<file path="config.mk">
export PLATFORM = sky130hd
export DESIGN_NAME = spram_arbiter
export DESIGN_NICKNAME = d
export VERILOG_FILES = /design/src/rtl/spram_arbiter.sv
export SDC_FILE = /design/constraint.sdc
export NUM_CORES = 1
export LEC_CHECK = 0
export CAP_MARGIN = 15
export CORE_MARGIN = 5
export CORE_UTILIZATION = 25
export CTS_CLUSTER_SIZE = 12
export DETAILED_ROUTE_END_ITERATION = 7
export PLACE_DENSITY = 0.65
export SETUP_SLACK_MARGIN = 0.1
export SLEW_MARGIN = 20
export SYNTH_ARGS = -nofsm -noshare
export SYNTH_HDL_FRONTEND = slang
export SYNTH_SLANG_ARGS = --single-unit
</file>
<file path="constraint.sdc">
create_clock -name clk -period 1.3 [get_ports clk]
set_input_delay 0.195 -clock clk [delete_from_list [all_inputs] [get_ports clk]]
set_output_delay 0.195 -clock clk [all_outputs]
set_load 0.1 [all_outputs]
</file>
<file path="src/rtl/spram_arbiter.sv">
// Round-robin req/ack arbiter sharing one byte-wide SPRAM wrapper between two requesters.
// Hides the wrapper's fixed MEM_LAT pipeline behind a one-cycle ack pulse per access.
module spram_arbiter #(
  parameter int MEM_LAT = 3,
  parameter int ADDR_W  = 15
) (
  input  logic              clk,
  input  logic              rst,
  input  logic              a_req,
  input  logic              a_write,
  input  logic [ADDR_W-1:0] a_addr,
  input  logic [7:0]        a_wdata,
  output logic              a_ack,
  output logic [7:0]        a_rdata,
  input  logic              b_req,
  input  logic              b_write,
  input  logic [ADDR_W-1:0] b_addr,
  input  logic [7:0]        b_wdata,
  output logic              b_ack,
  output logic [7:0]        b_rdata,
  output logic [ADDR_W-1:0] mem_addr,
  output logic              mem_write,
  output logic [7:0]        mem_data_in,
  input  logic [7:0]        mem_data_out
);

  localparam int CNT_W = $clog2(MEM_LAT + 1);
  localparam logic [CNT_W-1:0] LAT_C = CNT_W'(MEM_LAT);

  typedef enum logic [1:0] {IDLE, ACCESS, DONE} state_t;

  state_t              state_q;
  logic [CNT_W-1:0]    cnt_q;
  logic                last_grant_q;  // 1 = port B was granted last
  logic                owner_q;       // 1 = port B owns the current access
  logic [ADDR_W-1:0]   mem_addr_q;
  logic                mem_write_q;
  logic [7:0]          mem_wdata_q;
  logic                a_ack_q, b_ack_q;
  logic [7:0]          a_rdata_q, b_rdata_q;

  logic grant_a_d, grant_b_d;

  always_comb begin
    grant_a_d = a_req && (!b_req || last_grant_q);
    grant_b_d = b_req && !grant_a_d;
  end

  always_ff @(posedge clk) begin
    if (rst) begin
      state_q      <= IDLE;
      cnt_q        <= '0;
      last_grant_q <= 1'b1;
      owner_q      <= 1'b0;
      mem_addr_q   <= '0;
      mem_write_q  <= 1'b0;
      mem_wdata_q  <= '0;
      a_ack_q      <= 1'b0;
      b_ack_q      <= 1'b0;
      a_rdata_q    <= '0;
      b_rdata_q    <= '0;
    end else begin
      case (state_q)
        IDLE: begin
          mem_write_q <= 1'b0;
          if (grant_a_d || grant_b_d) begin
            owner_q      <= grant_b_d;
            last_grant_q <= grant_b_d;
            mem_addr_q   <= grant_b_d ? b_addr  : a_addr;
            mem_write_q  <= grant_b_d ? b_write : a_write;
            mem_wdata_q  <= grant_b_d ? b_wdata : a_wdata;
            cnt_q        <= '0;
            state_q      <= ACCESS;
          end
        end
        ACCESS: begin
          cnt_q <= cnt_q + CNT_W'(1);
          // Stores keep mem_write high for the whole window; repeating the byte write is harmless.
          if (cnt_q == LAT_C) begin
            if (!mem_write_q) begin
              if (owner_q) b_rdata_q <= mem_data_out;
              else         a_rdata_q <= mem_data_out;
            end
            if (owner_q) b_ack_q <= 1'b1;
            else         a_ack_q <= 1'b1;
            mem_write_q <= 1'b0;
            state_q     <= DONE;
          end
        end
        DONE: begin
          a_ack_q <= 1'b0;
          b_ack_q <= 1'b0;
          state_q <= IDLE;
        end
        default: state_q <= IDLE;
      endcase
    end
  end

  assign a_ack       = a_ack_q;
  assign b_ack       = b_ack_q;
  assign a_rdata     = a_rdata_q;
  assign b_rdata     = b_rdata_q;
  assign mem_addr    = mem_addr_q;
  assign mem_write   = mem_write_q;
  assign mem_data_in = mem_wdata_q;

endmodule
</file>
==> results of run 1 <==
[worst register-to-register path: stages, from the launching register on]
cell and delay [ns]:
dfxtp_2 0.35, buf_4 0.14, and4bb_2 0.36, clkbuf_16 0.18, nand3_1 0.08, a21oi_1 0.12
[cells in the final DEF (no fill, tap or decap), types with 2 or more instances in the layout]
cell type	count
buf_12	49
buf_4	17
buf_6	8
dlygate4sd2_1	2
a21oi_4	5
nand2b_1	5
nand3_1	7
clkbuf_16	2
a21oi_2	5
a311oi_1	17
nand2_4	3
o211ai_1	2
o21ai_1	10
inv_1	2
buf_16	4
a21oi_1	36
o21ai_0	8
nand3_2	9
clkdlybuf4s50_1	56
dfxtp_2	45
dfxtp_4	2
a311oi_2	6
nor2_4	3
clkbuf_8	7
nand2_1	43
nand2_2	3
[final cells by class]
cell class                      count  area, sq um
Multi-Input combinational cell    181         1250
Clock buffer                        8          100
Inverter                            2         7.51
Fill cell                         720         3760
Timing Repair Buffer              139         1940
Tap cell                          105          131
Sequential cell                    48         1020
[final timing paths]
path                                start                      end  slack [ns]  depth (start not counted)
setup reg to reg  state_q[1]$_SDFFE_PP0P_  b_rdata[0]$_SDFFE_PP0P_        0.01                          5
hold / removal                        rst   mem_write$_SDFFE_PP0P_        0.14                          2
setup / recovery  state_q[1]$_SDFFE_PP0P_  b_rdata[0]$_SDFFE_PP0P_        0.01                          5
hold reg to reg   a_rdata[5]$_SDFFE_PP0P_  a_rdata[5]$_SDFFE_PP0P_        0.49                          2
[layer usage]
layer  part of all wire (%)  routed length, um
met1                     40               3250
met2                     47               3800
met3                     11                892
met4                    1.3                102
met5                      0                  0
[metrics by stage]
stage / hold WS (ns) / worst slack (ns)
5_1_grt: 0.143 / -0.0357
6_report: 0.143 / 0.00978
3_3_place_gp: 0.453 / -0.350
4_1_cts: 0.125 / 0.0646
2_1_floorplan: 0.332 / -0.0383
3_5_place_dp: 0.461 / -0.434
[timing repair]
action	in CTS	in global routing
gates cloned	5	3
buffers inserted	11	4
gates resized for setup	23	49
setup endpoints to repair	40	43
pin swaps	26	22
[state kept, by name (all words and copies together), names as in the netlist]
register      flops
owner_q           1
state_q           2
mem_addr         15
a_rdata           8
mem_data_in       8
a_ack             1
b_ack             1
last_grant_q      1
cnt_q             2
mem_write         1
b_rdata           8
[logic make-up (layout without fill, tap and decap cells)]
group           count (synthesis)  in the layout  share of synthesized area (%)
compound gates                 95             95                           27.8
simple gates                   83             84                           18.5
flops                          48             48                           45.5
buf+inv                        27            149                           7.17
fa+ha+maj                       1              1                          0.592
mux                             1              1                          0.474
[where the power goes]
group	switching (uW)	internal [uW]	total, uW	leakage [uW]
combinational	991	790	1780	0.00119
sequential	111	1580	1690	0.000412
clock	484	486	970	0.0000515
total	1590	2860	4440	0.00166
==> metrics, run 1 <==
status=completed; H-tree Lvls=2; Die Y=102 um; HP Class=primary input to register; port bufs=slightly above 100; Initial Util=25.7%; setup TNS=0 ns; GR Layer Usage met1=17.1%; vias per cell=approximately 5.0; Crit-path slowest cell=and4bb_2; Leakage=0.00166 uW; Post-Layout Inst Area=4450 sq um; CP delay by family, top=simple AND/OR/NAND/NOR gates; Ys Warns=0; ys async rst share=0%; Detailed Place HPWL=5.17 mm; sequential area share after synthesis=roughly 45%; share of cells above drive strength 1=46.8%; first-pass GRT wire length=12.0 mm; non-filler cells, final=483; Setup crit end kind=register; Req. time, crit path=1.53 ns; worst-path cell chain=buf_4, and4bb_2, clkbuf_16, nand3_1, a21oi_1; period utilisation layout=99.2%; total core area=8220 sq um; max-capacitance violation count=0; critical path buffer and inverter count=2; final antenna-violating net count=0; drc violations=0; CP max FO=8; GR Layer Usage met2=24.8%; row cnt=33; most frequent cell after synthesis=nand2_1; met3 Use GR=6.48%; Worst path max stage delay=0.36 ns; fin crit period=1.29 ns; crit path launch type=register; final setup vio count=0; clock skew=~0.007 ns; hold_buf cts=0; CTS Buf Count=5; Rel. slew slack=78.1%; RSZ-0062 raised after global routing=yes; total track usage=between 10 and 15%; RD Place Congestion=roughly 0.77; 1st-iter DRT viols=88; Root Driver=clkbuf_8; synth top area cells=dfxtp_1 (45%), a21oi_1 (11%), a311oi_1 (9.5%); Post-Route Utilization=54.2%; busiest grt layer=met2; Synth Instances=~260; max frequency=roughly 780 MHz; Post-synth top cells=nand2_1 (49), dfxtp_1 (48), a21oi_1 (46), a311oi_1 (23), o21ai_0 (19); worst slew pin tran=0.328 ns; clock latency on the worst-skew pair=roughly 0.29 ns; Design Power=between 4000 and 5000 uW; Critical Path AT=1.52 ns; Max VDD drop=541 uV; GRT overflow=0; CTS tree=done; Clock Tree Buf Depth=2; vias in the first global route=2436; nets=approximately 440; post-synthesis register bit count=48; Cell Area, Synth=~2100 sq um; clock transition at the registers of the reported paths=roughly 0.09 ns; Worst Setup Path Type=register to register; Final Max Tran Viols=0; Avg Cell Area, Syn=8.28 sq um; cell taking the most area after synthesis=dfxtp_1; EDFF count, synth=0; clk sinks=48; prevailing post-synth register cell=dfxtp_1; final hold vios=0; Area after DPL=roughly 3800 sq um; via count=2402; area grow syn2layout=111%; share of the synthesized area in the top cell type=45.5%; initial antenna violation count=0; routed wire length=8.04 mm; I/O pin count=102; # placed instances=452; DRT Pass-1 Iters=4; P per Cell Area=997 nW/um^2; DR WL/cell=16.7 um; Die X=roughly 100 um; Synth cell types=31; die area=10400 sq um; n_diodes=0; pin count of the biggest net entering global routing=26; syn_nets=316
Power figures use the tool's default switching activity.
==> inputs of run 2 (changes only) <==
- CELL_PAD_IN_SITES_DETAIL_PLACEMENT: default -> 0
- CELL_PAD_IN_SITES_GLOBAL_PLACEMENT: default -> 1
- PLACE_DENSITY: 0.65 -> default
- PLACE_DENSITY_LB_ADDON: default -> 0.3
- SETUP_SLACK_MARGIN: 0.1 -> default
==> run 2 against run 1 <==
Compared with the run above: clock power increased by 2%; count of clock-buffer cells in the layout unchanged; cell area decreased by 2.4%; clock skew increased by 0.0028 ns; highest routed layer unchanged.
==> metrics, run 2 (synthesized netlist as in run 1, its figures left out) <==
Largest register FFs=15 (unchanged); final hold vios=0 (unchanged); most common cell after layout, fill and taps aside=clkdlybuf4s50_1; most frequent cells in the layout=clkdlybuf4s50_1 (56), buf_12 (50), nand2_1 (49); drc violations=0 (unchanged); CTS tree=done; Initial Util=25.7% (unchanged); row cnt=33 (unchanged); first-pass GRT wire length=11.4 mm (-5.2%); CP max FO=5 (-3); vias in the first global route=2240 (-8.0%); Worst Setup Path Type=register to register; area grow syn2layout=106%; H-tree Lvls=2 (unchanged); Combinational Power Share=39.1% (-1.0 points); Seq pwr share=38.4% (+0.3 points); via count=2379 (-0.96%); n_diodes=0 (unchanged); Die Y=102 um (unchanged); max-capacitance violation count=0 (unchanged); Switching Share=35.8% (+0.13 points); period utilisation layout=97.8% (-1.4 points); clock power share=22.5% (+0.7 points); P per Cell Area=1010 nW/um^2 (+1.2%); status=completed; worst slew pin tran=0.360 ns (+0.0321 ns); final antenna-violating net count=0 (unchanged); Rel. slew slack=76.0% (-2.1 points); fin crit period=1.27 ns (-0.0184 ns); r2r setup slk=0.03 ns (+0.02 ns); Leakage=0.00163 uW (-1.5%); routed wire length=8.11 mm (+0.82%); Final Max Tran Viols=0 (unchanged); HP Class=primary input to register; Die X=102 um (unchanged); clock skew=0.00973 ns (+0.00276 ns); max frequency=786 MHz (+1.5%); Critical Path AT=1.48 ns (-0.04 ns); Req. time, crit path=1.51 ns (-0.02 ns); I/O pin count=102 (unchanged); nets=434 (-0.91%); RD Place Congestion=0.730 (-4.7%); Max VDD drop=539 uV (-0.26%); RSZ-0062 raised after global routing=yes; Setup crit end kind=register; pin count of the biggest net entering global routing=50 (+92%); final setup vio count=0 (unchanged); clock latency on the worst-skew pair=0.30 ns (about the same); Detailed Place HPWL=4.94 mm (-4.4%); 1st-iter DRT viols=93 (+5.7%); setup TNS=0 ns (unchanged); Design Power=4390 uW (-1.2%); port bufs=101 (unchanged); Clock Tree Buf Depth=2 (unchanged); total core area=8220 sq um (unchanged); share of cells above drive strength 1=43.6% (-3.2 points); die area=10400 sq um (unchanged); switching pwr=1570 uW (-0.88%); vias per cell=4.97 (-0.13%); clk sinks=48 (unchanged); clock transition at the registers of the reported paths=0.09 ns (about the same); Root Driver=clkbuf_8; DR WL/cell=16.9 um (+1.7%); DRT Pass-1 Iters=4 (unchanged); initial antenna violation count=0 (unchanged); crit path launch type=register; internal power=2820 uW (-1.4%); total track usage=13.9% (-0.82 points); CTS Buf Count=5 (unchanged); GRT overflow=0 (unchanged)
-- run 2: changes by cell type in the layout (fill, tap and decap cells not counted), sizes merged --
cell	previous run	this run
dlymetal6s2s	0	2
dlygate4sd2	2	0
clkbuf	10	14
buf	79	71
-- run 2: metal layers --
metal	vias to the layer above	global-route usage, %	part of all wire (%)
met1	1118	17.2	41
met2	96	21.5	47
met3	9	7.51	11
met5	-	0	0
met4	0	2.72	0.99
li1	1156	-	-
-- run 2: path summary, 6_finish.rpt --
| path | from | endpoint | depth (start not counted) |
|---|---|---|---|
| hold reg to reg | b_rdata[3]$_SDFFE_PP0P_ | b_rdata[3]$_SDFFE_PP0P_ | 2 |
| hold / removal | b_req | last_grant_q$_SDFFE_PP1P_ | 3 |
| setup reg to reg | last_grant_q$_SDFFE_PP1P_ | mem_addr[12]$_SDFFE_PP0P_ | 5 |
| setup / recovery | last_grant_q$_SDFFE_PP1P_ | mem_addr[12]$_SDFFE_PP0P_ | 5 |
-- run 2: layout make-up --
class,instances,area (sq um)
sequential,48,1020
fill,770,3870
clock buffer,8,100
inverter,2,7.51
tap,105,131
timing repair buffer,135,1910
multi-input combinational,181,1180
-- run 2: timing repair --
item	in CTS	in global routing
cloned	1	6
hold buffers	0	0
resized for setup	6	36
buffers inserted	2	9
pin swaps	1	13
endpoints found under the setup margin	23	39
-- run 2: power groups by stage --
stage          Sequential (uW)  Clock [uW]  Combinational (uW)
6_report                  1680         987                1720
5_1_grt                   1700        1070                1800
4_1_cts                   1670        1010                1570
3_5_place_dp              1710           0                1520
3_3_place_gp              1700           0                1520
2_1_floorplan             2230           0                 314
-- run 2: metrics by stage --
step	utilization (%)	hold WS, ns	setup slack [ns]	std cells	instance area (sq um)
3_5_place_dp	46.6	0.489	-0.773	453	3830
3_3_place_gp	46.6	0.485	-0.648	453	3830
5_1_grt	52.9	0.345	-0.0432	479	4350
4_1_cts	48.5	0.327	-0.00429	464	3990
2_1_floorplan	-	0.332	-0.0383	255	2230
6_report	52.9	0.307	0.0282	479	4350
-- run 2: worst max-delay path: stages (launching register included) --
cell       delay (ns)
dfxtp_2          0.36
a21boi_4         0.23
clkbuf_16        0.17
buf_4            0.13
nand2_1          0.05
a311oi_1         0.23
